**src/rtl/hnmpp_pkg.sv**
```systemverilog
// Shared defaults and controller state type for the HNMPP hit-map block.
package hnmpp_pkg;

  localparam int HNM_NROWS_DEF  = 256;
  localparam int HNM_SSID_W_DEF = 8;

  typedef enum logic {
    CLEAR = 1'b0,
    RUN   = 1'b1
  } hnm_state_e;

endpackage

```
**src/rtl/hnm_bram.sv**
```systemverilog
// 1-bit-wide read-first RAM: one write port, one synchronous read port whose
// output register can be cleared so out-of-range reads return 0.
module hnm_bram #(
  parameter int DEPTH = 256,
  parameter int AW    = 8
) (
  input  logic          i_clk,
  input  logic          i_rst_n,
  input  logic          i_we,
  input  logic [AW-1:0] i_waddr,
  input  logic          i_wdata,
  input  logic          i_re,
  input  logic          i_rd_clr,
  input  logic [AW-1:0] i_raddr,
  output logic          o_rdata
);

  logic r_mem [DEPTH];
  logic r_rdata;

  always_ff @(posedge i_clk) begin
    if (i_we) r_mem[i_waddr] <= i_wdata;
  end

  // Same-edge read sees the pre-write contents, giving read-first behaviour.
  always_ff @(posedge i_clk or negedge i_rst_n) begin
    if (!i_rst_n)      r_rdata <= 1'b0;
    else if (i_rd_clr) r_rdata <= 1'b0;
    else if (i_re)     r_rdata <= r_mem[i_raddr];
  end

  assign o_rdata = r_rdata;

endmodule

```
**src/rtl/hnmpp.sv**
```systemverilog
// Hit-map controller: sweeps the map to zero after reset (CLEAR), then serves
// one read and one write per cycle (RUN). Optional probe: HNMPP_TESTRESULT_EN.
module hnmpp
  import hnmpp_pkg::*;
#(
  parameter int NROWS_HNM = HNM_NROWS_DEF,
  parameter int SSID_W    = HNM_SSID_W_DEF
) (
  input  logic              clk,
  input  logic              reset,
  input  logic [SSID_W-1:0] SSID,
  input  logic              write,
  input  logic              read,
  output logic              HNM_writeReady,
  output logic              HNM_readReady,
  output logic              HNM_SSIDHit,
  output logic              testResult,
  output hnm_state_e        o_dbg_state
);

  localparam int              AW       = (NROWS_HNM > 1) ? $clog2(NROWS_HNM) : 1;
  localparam logic [AW-1:0]   LAST_ROW = AW'(NROWS_HNM - 1);
  localparam logic [SSID_W:0] NROWS_W  = (SSID_W + 1)'(NROWS_HNM);

  // Handshake: a request is taken on any rising edge where its strobe and the
  // matching ready are both high; there is no back-pressure beyond ready.
  hnm_state_e    r_state;
  hnm_state_e    w_state_nxt;
  logic [AW-1:0] r_clr_ptr;

  logic          w_run;
  logic          w_in_range;
  logic [AW-1:0] w_row;
  logic          w_rd_acc;
  logic          w_wr_acc;
  logic          w_mem_we;
  logic [AW-1:0] w_mem_waddr;
  logic          w_mem_wdata;
  logic          w_mem_re;
  logic          w_mem_rd_clr;

  assign w_in_range = ({1'b0, SSID} < NROWS_W);
  assign w_row      = SSID[AW-1:0];

  always_ff @(posedge clk or negedge reset) begin
    if (!reset) r_state <= CLEAR;
    else        r_state <= w_state_nxt;
  end

  always_ff @(posedge clk or negedge reset) begin
    if (!reset)                r_clr_ptr <= '0;
    else if (r_state == CLEAR) r_clr_ptr <= r_clr_ptr + 1'b1;
  end

  always_comb begin
    w_state_nxt = r_state;
    case (r_state)
      CLEAR: if (r_clr_ptr == LAST_ROW) w_state_nxt = RUN;
      RUN:   w_state_nxt = RUN;
    endcase
  end

  always_comb begin
    w_run          = (r_state == RUN);
    HNM_writeReady = w_run;
    HNM_readReady  = w_run;
    w_rd_acc       = read & w_run;
    w_wr_acc       = write & w_run;
    w_mem_we       = 1'b1;
    w_mem_waddr    = r_clr_ptr;
    w_mem_wdata    = 1'b0;
    w_mem_re       = w_rd_acc & w_in_range;
    w_mem_rd_clr   = w_rd_acc & ~w_in_range;
    if (w_run) begin
      w_mem_we    = w_wr_acc & w_in_range;
      w_mem_waddr = w_row;
      w_mem_wdata = 1'b1;
    end
  end

  assign o_dbg_state = r_state;

  hnm_bram #(
    .DEPTH (NROWS_HNM),
    .AW    (AW)
  ) u_hnm_bram (
    .i_clk    (clk),
    .i_rst_n  (reset),
    .i_we     (w_mem_we),
    .i_waddr  (w_mem_waddr),
    .i_wdata  (w_mem_wdata),
    .i_re     (w_mem_re),
    .i_rd_clr (w_mem_rd_clr),
    .i_raddr  (w_row),
    .o_rdata  (HNM_SSIDHit)
  );

`ifdef HNMPP_TESTRESULT_EN
  // Shadow copy of the map so the probe can read every RUN cycle without
  // disturbing the held HNM_SSIDHit value.
  logic w_probe_re;
  logic w_probe_clr;

  assign w_probe_re  = w_run & w_in_range;
  assign w_probe_clr = w_run & ~w_in_range;

  hnm_bram #(
    .DEPTH (NROWS_HNM),
    .AW    (AW)
  ) u_probe_bram (
    .i_clk    (clk),
    .i_rst_n  (reset),
    .i_we     (w_mem_we),
    .i_waddr  (w_mem_waddr),
    .i_wdata  (w_mem_wdata),
    .i_re     (w_probe_re),
    .i_rd_clr (w_probe_clr),
    .i_raddr  (w_row),
    .o_rdata  (testResult)
  );
`else
  assign testResult = 1'b0;
`endif

endmodule

```
**config.mk**
```make
export PLATFORM = sky130hd
export DESIGN_NAME = hnmpp
export DESIGN_NICKNAME = d
export VERILOG_FILES = /design/src/rtl/hnmpp_pkg.sv /design/src/rtl/hnm_bram.sv /design/src/rtl/hnmpp.sv
export SDC_FILE = /design/constraint.sdc
export NUM_CORES = 1
export LEC_CHECK = 0
export CAP_MARGIN = 20
export CORE_ASPECT_RATIO = 0.7
export CORE_MARGIN = 2
export CORE_UTILIZATION = 55
export CTS_CLUSTER_SIZE = 20
export DETAILED_ROUTE_END_ITERATION = 7
export PLACE_DENSITY = 0.8
export SETUP_SLACK_MARGIN = 0.05
export SYNTH_ARGS = -nofsm -noshare
export SYNTH_HDL_FRONTEND = slang
export SYNTH_SLANG_ARGS = --single-unit
```
**constraint.sdc**
```tcl
create_clock -name clk -period 6.4 [get_ports clk]
set_input_delay 1.92 -clock clk [delete_from_list [all_inputs] [get_ports clk]]
set_output_delay 1.92 -clock clk [all_outputs]
set_load 0.05 [all_outputs]
```
# After elaboration in Yosys (flattened, before gate mapping)

Memory sizes are Yosys's and may differ from the RTL's. A register that Yosys moved wholly into a read port is not among the register bits.
Index checks and enable logic that the tools add are counted.

$add $sub $neg: 1
Bitwise operators: 3
Equal/unequal tests: 1
Multiplexer cells: 7
Reduce and logical (&&, ||, !) cells: 1

Operators by type and width:

| cell                                                           | count |
|---|---|
| 8-bit by 1-bit adder with 8-bit output (second input constant) | 1 |
| 8-bit equality test (second input constant)                    | 1 |
| 8-bit 2-to-1 mux                                               | 1 |
| 1-bit 2-to-1 mux                                               | 5 |
| 1-bit bitwise AND                                              | 2 |
| 1-bit one-hot mux with 2 select lines                          | 1 |
| 1-bit logical NOT                                              | 1 |
| 1-bit NOT                                                      | 1 |

RAM bits: 256
Flip-flop bits (word level): 9
Logic and storage cells: 16
Output and inout port bits: 5
Memories kept: 1

Memories:

| memory           | depth | bits a word | read ports | clocked after Yosys merged registers in | wr ports | RTL line       | text |
|---|---|---|---|---|---|---|---|
| u_hnm_bram.r_mem | 256   | 1           | 1          | 1                                       | 1        | hnm_bram.sv:18 | `logic r_mem [DEPTH];` |

# Depth between registers and ports, before layout

Gate-level depths: netlist of the first run.

Depth after elaboration: 4
Mapped depth: 9

# By module

Synthesis of the first run repeated with hierarchy kept, for this count alone.

Cell total of the unflattened synthesis: 843
Area total of the unflattened synthesis: 11,802.6 sq um

By module, submodules not included:

| module   | instances | cells each | seq. area each (sq um) | area each (sq um) |
|---|---|---|---|---|
| hnm_bram | 1         | 798        | 7,712.4                | 11,278.3 |
| hnmpp    | 1         | 45         | 225.2                  | 524.3 |

# Worst setup path before layout of the first run

OpenSTA, ideal clock, no wires.

Path kind: register to output
Start point: register r_state (netlist: HNM_readReady)
End point: output HNM_writeReady
Stages on the path, launching flop included: 2
Path slack: 311 ps
Arrival: 4,169 ps
Cell sequence: dfrtp_1 -> buf_4

RTL lines:

| item                     | RTL line    | text |
|---|---|---|
| start: declaration       | hnmpp.sv:27 | `hnm_state_e r_state;` |
| start signal: assignment | hnmpp.sv:47 | `else r_state <= w_state_nxt;` |
| end: declaration         | hnmpp.sv:14 | `output logic HNM_writeReady,` |

No word-level cell between the ends.

# Final worst setup path of the first run

Start point: input SSID[3]
End point: memory u_hnm_bram.r_mem[4], enable pin

Cells in the longest elaborated chain, start to end: 1

Ends and longest elaborated chain:

| item               | RTL line       | text |
|---|---|---|
| start: declaration | hnmpp.sv:11    | `input logic [SSID_W-1:0] SSID,` |
| 8-bit 2-to-1 mux   | hnmpp.sv:74    | `if (w_run) begin` |
| end: declaration   | hnm_bram.sv:18 |  |

No other way between the ends.

==> results of run 1 <==
## per-layer routing
layer,up-vias,global-route usage,part of all wire
li1,3209,-,-
met1,3805,0.380,0.41
met2,501,0.354,0.41
met3,78,0.0912,0.14
met4,0,0.0825,0.035
met5,-,0,0
## stage by stage
| step | utilization | setup slack (ns) | cell area (sq um) | total power [mW] | cells |
|---|---|---|---|---|---|
| CTS | 0.603 | 2.23 | 13000 | 3.45 | 1166 |
| global route | 0.603 | 1.98 | 13000 | 3.52 | 1166 |
| detailed placement | 0.567 | 1.70 | 12200 | 2.03 | 1121 |
| floorplan | - | 0.311 | 12000 | 2.00 | 878 |
| finish | 0.603 | 2.11 | 13000 | 3.44 | 1166 |
| global placement | 0.567 | 1.76 | 12200 | 2.03 | 1121 |
## state kept, by name (all words and copies together), names as in the netlist
register            flops
HNM_readReady           1
r_clr_ptr               8
u_hnm_bram.o_rdata      1
u_hnm_bram.r_mem      256
## Yosys cell counts (3+ instances only)
cell / number / area share
dfrtp_1: 10 / 0.021
xnor2_1: 7 / 0.0051
buf_4: 8 / 0.0050
edfxtp_1: 256 / 0.64
a22oi_1: 6 / 0.0038
nor2_1: 267 / 0.084
nor4_1: 5 / 0.0026
o32ai_1: 7 / 0.0051
inv_1: 9 / 0.0028
nand4_1: 7 / 0.0037
o21ai_1: 3 / 0.0013
mux2_2: 5 / 0.0047
nor2b_1: 5 / 0.0026
a22o_1: 3 / 0.0022
buf_1: 3 / 0.00094
nand2_1: 54 / 0.017
nand2b_1: 8 / 0.0042
nand3b_1: 3 / 0.0019
a211oi_1: 3 / 0.0019
o22ai_1: 8 / 0.0042
buf_2: 21 / 0.0088
clkbuf_1: 28 / 0.0088
buf_6: 4 / 0.0038
nand3_1: 28 / 0.012
a31oi_1: 4 / 0.0021
and3_1: 6 / 0.0031
o221ai_1: 4 / 0.0029
a21oi_1: 7 / 0.0029
mux2i_1: 22 / 0.018
mux4_2: 54 / 0.10
## how the worst max path moves through the flow
stage | start | end | depth (start not counted)
final | SSID[3] | u_hnm_bram.r_mem[4] | 6
after global routing | SSID[3] | u_hnm_bram.r_mem[132] | 6
after CTS | SSID[3] | u_hnm_bram.r_mem[103] | 6
after detailed placement | SSID[3] | u_hnm_bram.r_mem[103] | 6
after global placement | SSID[1] | u_hnm_bram.o_rdata | 8
after floorplan | HNM_readReady | HNM_writeReady | 1
## worst reg2reg max path: cells and delay by family (launching register included)
kind            cells  cell delay, ns
flops               1            0.68
compound gates      1            0.36
simple gates        3            1.57
buf+inv             1            0.82
## final cells by class
| class | instances | area share |
|---|---|---|
| Clock buffer | 26 | 0.0485 |
| Tap cell | 282 | 0.0272 |
| Clock inverter | 19 | 0.0116 |
| Sequential cell | 266 | 0.612 |
| Multi-Input combinational cell | 537 | 0.280 |
| Timing Repair Buffer | 27 | 0.0176 |
| Inverter | 9 | 0.00260 |
## cell families after synthesis
logic type	after synthesis	synth area share
AO/OA/AOI/OAI	56	0.0355
XOR/XNOR	7	0.00512
adder cells (fa/ha/maj)	1	0.00105
buffers and inverters	75	0.0330
flip-flops	266	0.663
multiplexers	82	0.127
other	1	0.000313
AND/OR/NAND/NOR	390	0.135
## power by group through the flow
| stage | Combinational (mW) | Clock, mW | Sequential, mW |
|---|---|---|---|
| global route | 0.124 | 1.52 | 1.88 |
| finish | 0.118 | 1.44 | 1.88 |
| CTS | 0.116 | 1.45 | 1.88 |
| floorplan | 0.0863 | 0 | 1.92 |
| global placement | 0.114 | 0 | 1.92 |
| detailed placement | 0.115 | 0 | 1.92 |
## placed cells by master, fill, tap and decap left out, types with 2 or more instances in the layout
cell type / n
nand3b_1: 3
mux4_2: 54
mux2_2: 5
buf_2: 2
nor4_1: 5
xnor2_1: 7
nor2b_1: 5
a21oi_1: 7
nand4_1: 7
clkbuf_16: 25
nand3_1: 28
clkinv_2: 9
clkdlybuf4s50_1: 12
and3_1: 6
and2_1: 2
o32ai_1: 7
a22o_1: 3
nor2_1: 267
a211oi_1: 3
o21ai_1: 3
a31oi_1: 4
nand2_1: 54
bufinv_16: 2
mux2i_1: 22
buf_4: 13
clkinvlp_4: 4
edfxtp_1: 256
dfrtp_1: 9
a22oi_1: 6
inv_1: 9
o22ai_1: 8
o221ai_1: 4
clkinv_1: 4
nand2b_1: 8
==> results.toml, run 1 <==
[clock_tree]
clockBufferDepth = 3
cts_max_level = 1
post_cts_buffers = 0
cts_num_sinks = 266
clk_latency_ns = 0.52
cts_buffers = 25
post_cts_resized = 0
cts_tree = "built"
cts.clk_slew.worst_paths_ns = 0.07
root_buffer = "clkbuf_16"
holdBufCountCts = 0

[global_routing]
grt_start_max_net_pins = 104
antenna_found_initial = 0
first_global_vias = 7349
globalRouteOverflowTotal = 0
grt_pass1_wl_mm = 43.8
track_usage = 0.256

[drt]
first_pass_iters = 6
routed_wl_mm = 28.8
drt_iter0_drc = 1408
wl_per_cell_um = 24.7
ant_nets = 0
vias = 7593
routed_via_density = 6.51
route.detailed.drc = 0

[synth]
synth.distinct_cells = 52
ys_ff_latch = 266
yosysSeqAreaShare = 0.663
syn_area_sq_mm = 0.0120
synth-main-ff-cell = "edfxtp_1"
syn_avg_cell_area_sq_um = 13.6
synth_cells = 878
async_reset_ff_frac = 0.0376
syn_nets = 891
synth_edf_count = 256
ys_warn_count = 0

[worst_setup_path]
critPathCaptureType = "register"
slowest_delay_ns = 0.92
rr_worst_depth = 5
cp.arrival_ns = 4.50
r2r_slack_ns = 2.66
r2r-start = "HNM_readReady"
cp.required_ns = 6.61
worstPathCellList = "clkdlybuf4s50_1 > nor2b_1 > nand2_1 > o21ai_1 > nand3_1 > nor2_1"
crit_family = "simple AND/OR/NAND/NOR gates"
cp.buffers_inverters = 1
critPathKind = "input port to register"
crit_slowest_cell = "nand3_1"
crit_path_start_kind = "input port"
critical_path_peak_fanout = 13
rr_endpoint = "u_hnm_bram.r_mem[79]"

[die]
pin_count = 17
chipHeight_um = 127
coreArea_sq_mm = 0.0215
start_util = 0.556
fp.dieArea_sq_mm = 0.0230
rows = 45
dieWidth_um = 180

[sta]
finalCritPeriodShare = 0.670
fmax_mhz = 233
slew_viol_final = 0
hold_viol = 0
slew_headroom = 0.204
setup_tns_ns = 0
worst_pin_slew_ns = 1.19
skew_ns = 0.0141
rsz0062_at_grt = "false"
setup_viol = 0
period_minus_slack_ns = 4.29
hold_slack_ns = 0.556

[place]
place_congestion = 0.887
dp_hpwl_mm = 17.3
placement.io_buffers = 15

[power]
intPower_mw = 2.72
leakagePower_nw = 4.12
power_frac_seq = 0.547
p_per_area_mw_per_mm2 = 265
pwr-share-comb = 0.034
switchingPower_mw = 0.713
switching_share = 0.208
peakVddDrop_uv = 192
pwr-share-clk = 0.419

[worst_hold_path]
holdPathEnd = "r_clr_ptr[5]"
hold_path_class = "register to register"
hold_depth = 1
hold_path_startpoint = "r_clr_ptr[5]"

[layout]
syn_to_final_growth_pct = 8.37
regArea_sq_mm = 0.00794
multi_input_area_sq_mm = 0.00364
fillCellCount = 1625
drive_gt1_frac = 0.135
num_antenna_cells = 0
nets = 879

[job]
drv_cap = 0

[outcome]
status = "completed"
(Power assumes the default switching activity.)
==> run 2, diff against run 1 <==
==> constraint.sdc (replaced) <==
create_clock -name clk -period 4 [get_ports clk]
set_input_delay 1.2 -clock clk [delete_from_list [all_inputs] [get_ports clk]]
set_output_delay 1.2 -clock clk [all_outputs]
set_load 0.05 [all_outputs]
==> run 2 against run 1 <==
Net effect:
- final cell count increased by 3.0%
- combinational power rose by 69%
- sequential power rose by 60%
- non-clock buffer count grew 35
- hold slack worse by 0.0059 ns
- sequential share of layout area shrank 1.8 points
- highest routed layer unchanged
==> results.toml, run 2 (synthesis gave the netlist of run 1 again) <==
[die]
start_util = 0.556
rows = 45
chipHeight_um = 127
coreArea_sq_mm = 0.0215
fp.dieArea_sq_mm = 0.0230
dieWidth_um = 180
pin_count = 17

[global_routing]
grt_start_max_net_pins = 94
antenna_found_initial = 0
globalRouteOverflowTotal = 0
first_global_vias = 7439
grt_pass1_wl_mm = 45.5
track_usage = 0.266

[worst_setup_path]
critical_path_peak_fanout = 16
crit_path_start_kind = "input port"
cp.arrival_ns = 3.51
critPathKind = "input port to register"
cp.required_ns = 4.22
critPathCaptureType = "register"

[drt]
routed_wl_mm = 30.3
routed.top_layer = "met4"
ant_nets = 0
vias = 7707
routed_via_density = 6.42
met2_length_mm = 13.1
drt_iter0_drc = 1187
routedLengthMet1_mm = 12.0
first_pass_iters = 6
wl_met3_mm = 4.17
wl_per_cell_um = 25.2
route.detailed.drc = 0

[sta]
slew_viol_final = 0
setup_viol = 0
setup_tns_ns = 0
fmax_mhz = 304
finalCritPeriodShare = 0.823
worst_pin_slew_ns = 0.822
period_minus_slack_ns = 3.29
skew_ns = 0.0135
rsz0062_at_grt = "false"
hold_viol = 0
slew_headroom = 0.452

[clock_tree]
cts_num_sinks = 266
post_cts_buffers = 0
cts_tree = "built"
clockBufferDepth = 3
cts_max_level = 1
root_buffer = "clkbuf_16"
cts.clk_slew.worst_paths_ns = 0.07
post_cts_resized = 0
clk_latency_ns = 0.53
holdBufCountCts = 0
cts_buffers = 25

[power]
leakagePower_nw = 4.34
peakVddDrop_uv = 309
p_per_area_mw_per_mm2 = 426

[outcome]
status = "completed"

[layout]
top_regs = "u_hnm_bram.r_mem (256), r_clr_ptr (8)"
syn_to_final_growth_pct = 11.6
drive_gt1_frac = 0.163
fin_area_sq_mm = 0.0134
final_cell_mix = "nor2_1 (267), edfxtp_1 (256), nand2_1 (54), mux4_2 (54), buf_4 (43)"
fillCellCount = 1581
largest_register_ff_count = 256
layout_commonest_cell = "nor2_1"
nets = 914
num_antenna_cells = 0
regMostFlops = "u_hnm_bram.r_mem"
regArea_sq_mm = 0.00794
multi_input_area_sq_mm = 0.00364

[place]
dp_hpwl_mm = 18.9
place_area_sq_mm = 0.0125
place_congestion = 0.919
placement.io_buffers = 15

[job]
drv_cap = 0

[worst_hold_path]
hold_path_class = "register to register"
run 2: cell count changes in the layout (fill, tap and decap cells not counted), sizes merged:
cell / delta
buf: +35
clkinvlp: -4
bufinv: +3
clkbuf: +2
clkinv: -1
run 2: path summary, 6_finish.rpt:
check                                    from               endpoint  slack [ns]  cells past startpoint
worst max-delay path                  SSID[4]  u_hnm_bram.r_mem[113]        0.71                      6
worst min-delay path             r_clr_ptr[0]           r_clr_ptr[0]        0.55                      1
worst max register to register  HNM_readReady   u_hnm_bram.r_mem[64]        1.22                      4
worst min register to register   r_clr_ptr[0]           r_clr_ptr[0]        0.55                      1
max in group asynchronous               reset          HNM_readReady        2.58                      1
min in group asynchronous               reset           r_clr_ptr[6]        1.01                      1
run 2: critical path, cell delays in order:
cell	delay, ns
clkdlybuf4s50_1	0.76
buf_4	0.32
nand2_1	0.10
o22ai_1	0.39
nand2_1	0.46
nor2_1	0.28
run 2: layout make-up:
class / instances / area share
clock inverter: 17 / 0.0152
clock buffer: 28 / 0.0477
sequential: 266 / 0.595
multi-input combinational: 537 / 0.272
timing repair buffer: 62 / 0.0414
tap: 282 / 0.0264
inverter: 9 / 0.00253
run 2: power breakdown:
group | internal, mW | switching, mW | leakage (nW)
combinational | 0.0869 | 0.113 | 1.30
clock | 1.46 | 1.02 | 0.415
sequential | 3.00 | 0 | 2.63
total | 4.55 | 1.13 | 4.34
run 2: per-layer routing:
metal	track usage	vias to the layer above
met5	0	-
met2	0.391	484
met4	0.0797	0
met3	0.0858	88
li1	-	3273
met1	0.384	3862
run 2: metrics by stage:
step	utilization	power [mW]	hold slack, ns	setup slack [ns]	std cells
CTS	0.621	5.70	0.548	0.788	1201
finish	0.621	5.69	0.550	0.708	1201
detailed placement	0.582	3.26	0.537	0.274	1156
global placement	0.582	3.26	0.528	0.343	1156
floorplan	-	3.20	0.494	0.144	878
global route	0.621	5.82	0.574	0.575	1201
==> run 3, diff against run 2 <==
==> constraint.sdc (replaced) <==
create_clock -name clk -period 3.14 [get_ports clk]
set_input_delay 0.942 -clock clk [delete_from_list [all_inputs] [get_ports clk]]
set_output_delay 0.942 -clock clk [all_outputs]
set_load 0.05 [all_outputs]
==> run 3 against run 2 <==
Net effect:
- clock-buffer cell count is 6 higher
- sequential share of layout area is 0.90 points lower
- the run now ends with DRC left
- final cell count grew 1.9%
- largest cell class unchanged
- critical path depth did not move
- largest power group unchanged
- via count rose by 1.8%
==> results.toml, run 3 (synthesis gave the netlist of run 1 again) <==
[drt]
ant_nets = 0
wl_per_cell_um = 23.9
routed_wl_mm = 29.2
drt_iter0_drc = 1284
first_pass_iters = 8
route.detailed.drc = 1
routed_via_density = 6.41
vias = 7844

[global_routing]
antenna_found_initial = 0
first_global_vias = 7418
grt_pass1_wl_mm = 44.3
globalRouteOverflowTotal = 0
track_usage = 0.258
grt_start_max_net_pins = 103

[die]
chipHeight_um = 127
coreArea_sq_mm = 0.0215
start_util = 0.556
pin_count = 17
dieWidth_um = 180
rows = 45
fp.dieArea_sq_mm = 0.0230

[sta]
rsz0062_at_grt = "false"
slew_viol_final = 0
layout_setup_ws_ns = 0.374
fmax_mhz = 362
skew_ns = 0.0175
hold_viol = 0
setup_viol = 0
worst_pin_slew_ns = 0.934
hold_slack_ns = 0.536
period_minus_slack_ns = 2.77
slew_headroom = 0.372
finalCritPeriodShare = 0.881

[power]
leakagePower_nw = 4.51
pwr-share-comb = 0.038
switching_share = 0.206
p_per_area_mw_per_mm2 = 510
peakVddDrop_uv = 436
pwr-share-clk = 0.408
finalPower_mw = 6.92
power_frac_seq = 0.553
intPower_mw = 5.49
switchingPower_mw = 1.43

[layout]
largest_register_ff_count = 256
syn_to_final_growth_pct = 13.3
final_cells = 1224
layout_commonest_cell = "nor2_1"
nets = 936
drive_gt1_frac = 0.186
final_cell_mix = "nor2_1 (267), edfxtp_1 (256), buf_4 (56), nand2_1 (54), mux4_2 (54)"
num_antenna_cells = 0
regMostFlops = "u_hnm_bram.r_mem"
top_regs = "u_hnm_bram.r_mem (256), r_clr_ptr (8)"

[clock_tree]
cts.clk_slew.worst_paths_ns = 0.06
post_cts_buffers = 0
cts_buffers = 25
root_buffer = "clkbuf_16"
clk_latency_ns = 0.54
post_cts_resized = 0
cts_max_level = 1
cts_num_sinks = 266
clockBufferDepth = 3
cts_tree = "built"
holdBufCountCts = 0

[worst_setup_path]
crit_path_start_kind = "input port"
critical_path_peak_fanout = 16
critPathCaptureType = "register"
cp.required_ns = 3.36
critPathKind = "input port to register"
cp.arrival_ns = 2.99

[worst_hold_path]
hold_path_class = "register to register"

[place]
place_congestion = 0.899
placement.io_buffers = 15
dp_hpwl_mm = 18.2
dpl.cell_count = 1178
pre_cts_slack_ns = -0.0968

[outcome]
violations = "DRC"
status = "finished with violations"

[job]
drv_cap = 0
==> run 3: changes by cell type in the layout (fill, tap and decap cells not counted), moves of 3 or more <==
cell and delta:
clkbuf_1 +3, buf_4 +13, clkinv_1 -4, bufinv_16 -5, clkdlybuf4s50_1 -3, buf_12 +10, clkbuf_8 +3
==> run 3: area by class of cell <==
cell class              instances  area [sq um]
fillers                      1542          7950
well taps                     282           353
clock buffers                  34           689
clock inverters                12          63.8
multi-input cells             537          3640
inverters                       9          33.8
flip-flops and latches        266          7940
repair buffers                 84           846
==> run 3: worst paths after layout <==
path | start | endpoint | slack, ns | depth (start not counted)
max in group asynchronous | reset | HNM_readReady | 1.96 | 1
min | r_clr_ptr[0] | r_clr_ptr[0] | 0.54 | 1
max | SSID[4] | u_hnm_bram.r_mem[25] | 0.37 | 6
min in group asynchronous | reset | r_clr_ptr[2] | 0.77 | 1
min reg2reg | r_clr_ptr[0] | r_clr_ptr[0] | 0.54 | 1
max reg2reg | HNM_readReady | u_hnm_bram.r_mem[162] | 0.41 | 5
==> run 3: metrics by stage <==
stage                      util  area (sq um)  TNS, ns
after floorplan               -         12000        0
after global placement    0.595         12800  -0.0257
after detailed placement  0.595         12800   -0.763
after CTS                 0.630         13600        0
after global routing      0.631         13600        0
final                     0.631         13600        0
==> run 3: worst max-delay path: stages <==
cell	delay, ns
clkdlybuf4s50_1	0.61
buf_4	0.28
nand2_1	0.10
o32ai_1	0.28
nand2_1	0.48
nor2_1	0.28
==> run 3: layer usage <==
| layer | part of all wire | routed length [um] | GRT usage | vias to the layer above |
|---|---|---|---|---|
| li1 | - | - | - | 3324 |
| met4 | 0.033 | 952 | 0.0754 | 0 |
| met2 | 0.44 | 12900 | 0.385 | 582 |
| met3 | 0.14 | 4200 | 0.0636 | 87 |
| met5 | 0 | 0 | 0 | - |
| met1 | 0.38 | 11200 | 0.382 | 3851 |
==> run 3: power groups by stage <==
stage | registers, mW | clock network (mW) | logic, mW
global route | 3.83 | 2.98 | 0.278
finish | 3.83 | 2.83 | 0.264
detailed placement | 3.90 | 0 | 0.258
global placement | 3.90 | 0 | 0.256
CTS | 3.83 | 2.85 | 0.260
floorplan | 3.90 | 0 | 0.176
==> variant, RTL diff (flow settings as in run 2) <==
`HNM_NROWS_DEF`: 256 -> 128.
--- a/src/rtl/hnmpp_pkg.sv
+++ b/src/rtl/hnmpp_pkg.sv
@@ -3,3 +3,3 @@
 
-  localparam int HNM_NROWS_DEF  = 256;
+  localparam int HNM_NROWS_DEF  = 128;
   localparam int HNM_SSID_W_DEF = 8;
Formal check against the unedited RTL: same outputs for any inputs over 10 cycles, from zero or initial values and one cycle with reset low; that may be too few to reach the edited logic, so the function may still have changed.
==> variant against run 2 <==
- area after synthesis decreased by 47%
- power decreased by 43%
- setup slack worse by 0.19 ns
- cell area fell by 46%
- sequential cell count is 129 lower
- largest power group is now clock
- largest cell class unchanged
- wire length is 52% lower
- clock skew shrank 0.0068 ns
- global-route usage is 1.1 points lower
==> variant: results (changes against run 2) <==
DP HPWL: 9210 um (-51%)
Total global routing track utilization: 25.5% (-1.1 points)
Worst-case setup slack after placement: 0.213 ns (-0.0604 ns)
Pre-Repair DR Iteration Count: 7 (+1)
First-pass GRT wire length: 23000 um (-49%)
Worst vdd rail ir drop: 0.329 mV (+6.2%)
Last weighted congestion value of the routability-driven placer: 0.962 (+4.7%)
Leading cell types by count after synthesis: sky130_fd_sc_hd__nor2_1 (135), sky130_fd_sc_hd__edfxtp_1 (128), sky130_fd_sc_hd__nand2_1 (35)
Maximum number of pins on one net before global-route repair: 62 (-34%)
Arrival time worst endpoint: 3.60 ns (+0.09 ns)
Final WL: 14700 um (-52%)
Initial DRC count: 636 (-46%)
Syn Nets: 490 (-45%)
Min-Delay Startpoint: r_clr_ptr[2]$_DFFE_PN0N_
Critical R2R Capture: u_hnm_bram.r_mem[83]$_DFFE_PP_
Actual slew at the worst max-slew pin: 0.916 ns (+0.0949 ns)
Number of synthesized flops with an enable pin: 128 (-50%)
Number of register bits inferred by synthesis: 137 (-48%)
Skew final: 0.00665 ns (-0.00680 ns)
Post-layout net count: 511 (-44%)
Reg-to-reg slack, setup: 1.02 ns (-0.20 ns)
Largest registers in the final layout: u_hnm_bram.r_mem x128, r_clr_ptr x7
Number of cells on the worst reg-to-reg path: 5 (+1)
Result of the run: complete, no violations
Via-to-Cell Ratio: 6.24 (-2.8%)
Biggest area contributors in the synthesized netlist: sky130_fd_sc_hd__edfxtp_1 (60%), sky130_fd_sc_hd__nor2_1 (7.9%), sky130_fd_sc_hd__mux4_2 (5.6%), sky130_fd_sc_hd__mux4_1 (4.1%), sky130_fd_sc_hd__dfrtp_1 (3.5%)
Critical-path maximum fanout: 11 (-5)
## variant: cell count changes after synthesis, sizes merged, moves of 6 or more
cell    delta
a22oi      -6
nand3      -9
o22ai      -7
edfxtp   -128
buf       -16
nand2     -19
clkbuf    -17
mux4      -29
nor2     -132
## variant: area by class of cell
| cell class | instances | area, um2 | share of cell area (%) |
|---|---|---|---|
| sequential | 137 | 4070 | 56.2 |
| multi-input combinational | 298 | 2050 | 28.3 |
| clock buffer | 19 | 433 | 5.97 |
| timing repair buffer | 35 | 290 | 4.00 |
| tap | 153 | 191 | 2.64 |
| clock inverter | 13 | 178 | 2.45 |
| inverter | 9 | 33.8 | 0.466 |
## variant: logic make-up (layout without fill, tap and decap cells)
| kind of cell | count (synthesis) | count (layout) | synth area share, % |
|---|---|---|---|
| AO/OA/AOI/OAI | 32 | 32 | 4.02 |
| XOR/XNOR | 6 | 6 | 0.823 |
| AND/OR/NAND/NOR | 210 | 210 | 13.7 |
| other | 1 | 1 | 0.0588 |
| flip-flops | 137 | 137 | 63.8 |
| buffers and inverters | 42 | 76 | 4.14 |
| adder cells (fa/ha/maj) | 1 | 1 | 0.196 |
| multiplexers | 48 | 48 | 13.3 |
## variant: worst max-delay path by stage
| stage | startpoint | end | slack (ns) | depth (start not counted) |
|---|---|---|---|---|
| final | SSID[4] | u_hnm_bram.r_mem[83]$_DFFE_PP_ | 0.52 | 5 |
| after global routing | SSID[4] | u_hnm_bram.r_mem[84]$_DFFE_PP_ | 0.40 | 5 |
| after CTS | SSID[4] | u_hnm_bram.r_mem[83]$_DFFE_PP_ | 0.63 | 5 |
| after detailed placement | SSID[4] | u_hnm_bram.r_mem[83]$_DFFE_PP_ | 0.21 | 5 |
| after global placement | SSID[4] | u_hnm_bram.r_mem[80]$_DFFE_PP_ | 0.31 | 5 |
| after floorplan | HNM_readReady$_DFF_PN0_ | HNM_writeReady | 0.21 | 1 |
## variant: layer usage
metal	vias up	routed length [um]	GRT usage, %
li1	1801	-	-
met1	2051	6190	35.9
met2	261	6690	37.9
met3	29	1560	7.87
met4	0	230	9.32
met5	-	0	0
## variant: power by group
part,internal [uW],switching (uW)
combinational,39.2,53.1
sequential,1540,0
clock,1040,588
## variant: per-stage QoR
stage	area [um2]	power (uW)	utilization [%]	instances
2_1_floorplan	6380	1640	-	477
4_1_cts	7250	3270	64.9	664
5_1_grt	7250	3350	64.9	664
6_report	7250	3260	64.9	664
3_5_place_dp	6640	1660	59.4	632
3_3_place_gp	6640	1660	59.4	632
## variant: worst max-delay path, stage by stage
cell                              delay [ns]
sky130_fd_sc_hd__clkdlybuf4s50_1        0.73
sky130_fd_sc_hd__inv_1                  0.35
sky130_fd_sc_hd__o32ai_1                0.55
sky130_fd_sc_hd__nand3_1                0.51
sky130_fd_sc_hd__nor2_1                 0.26
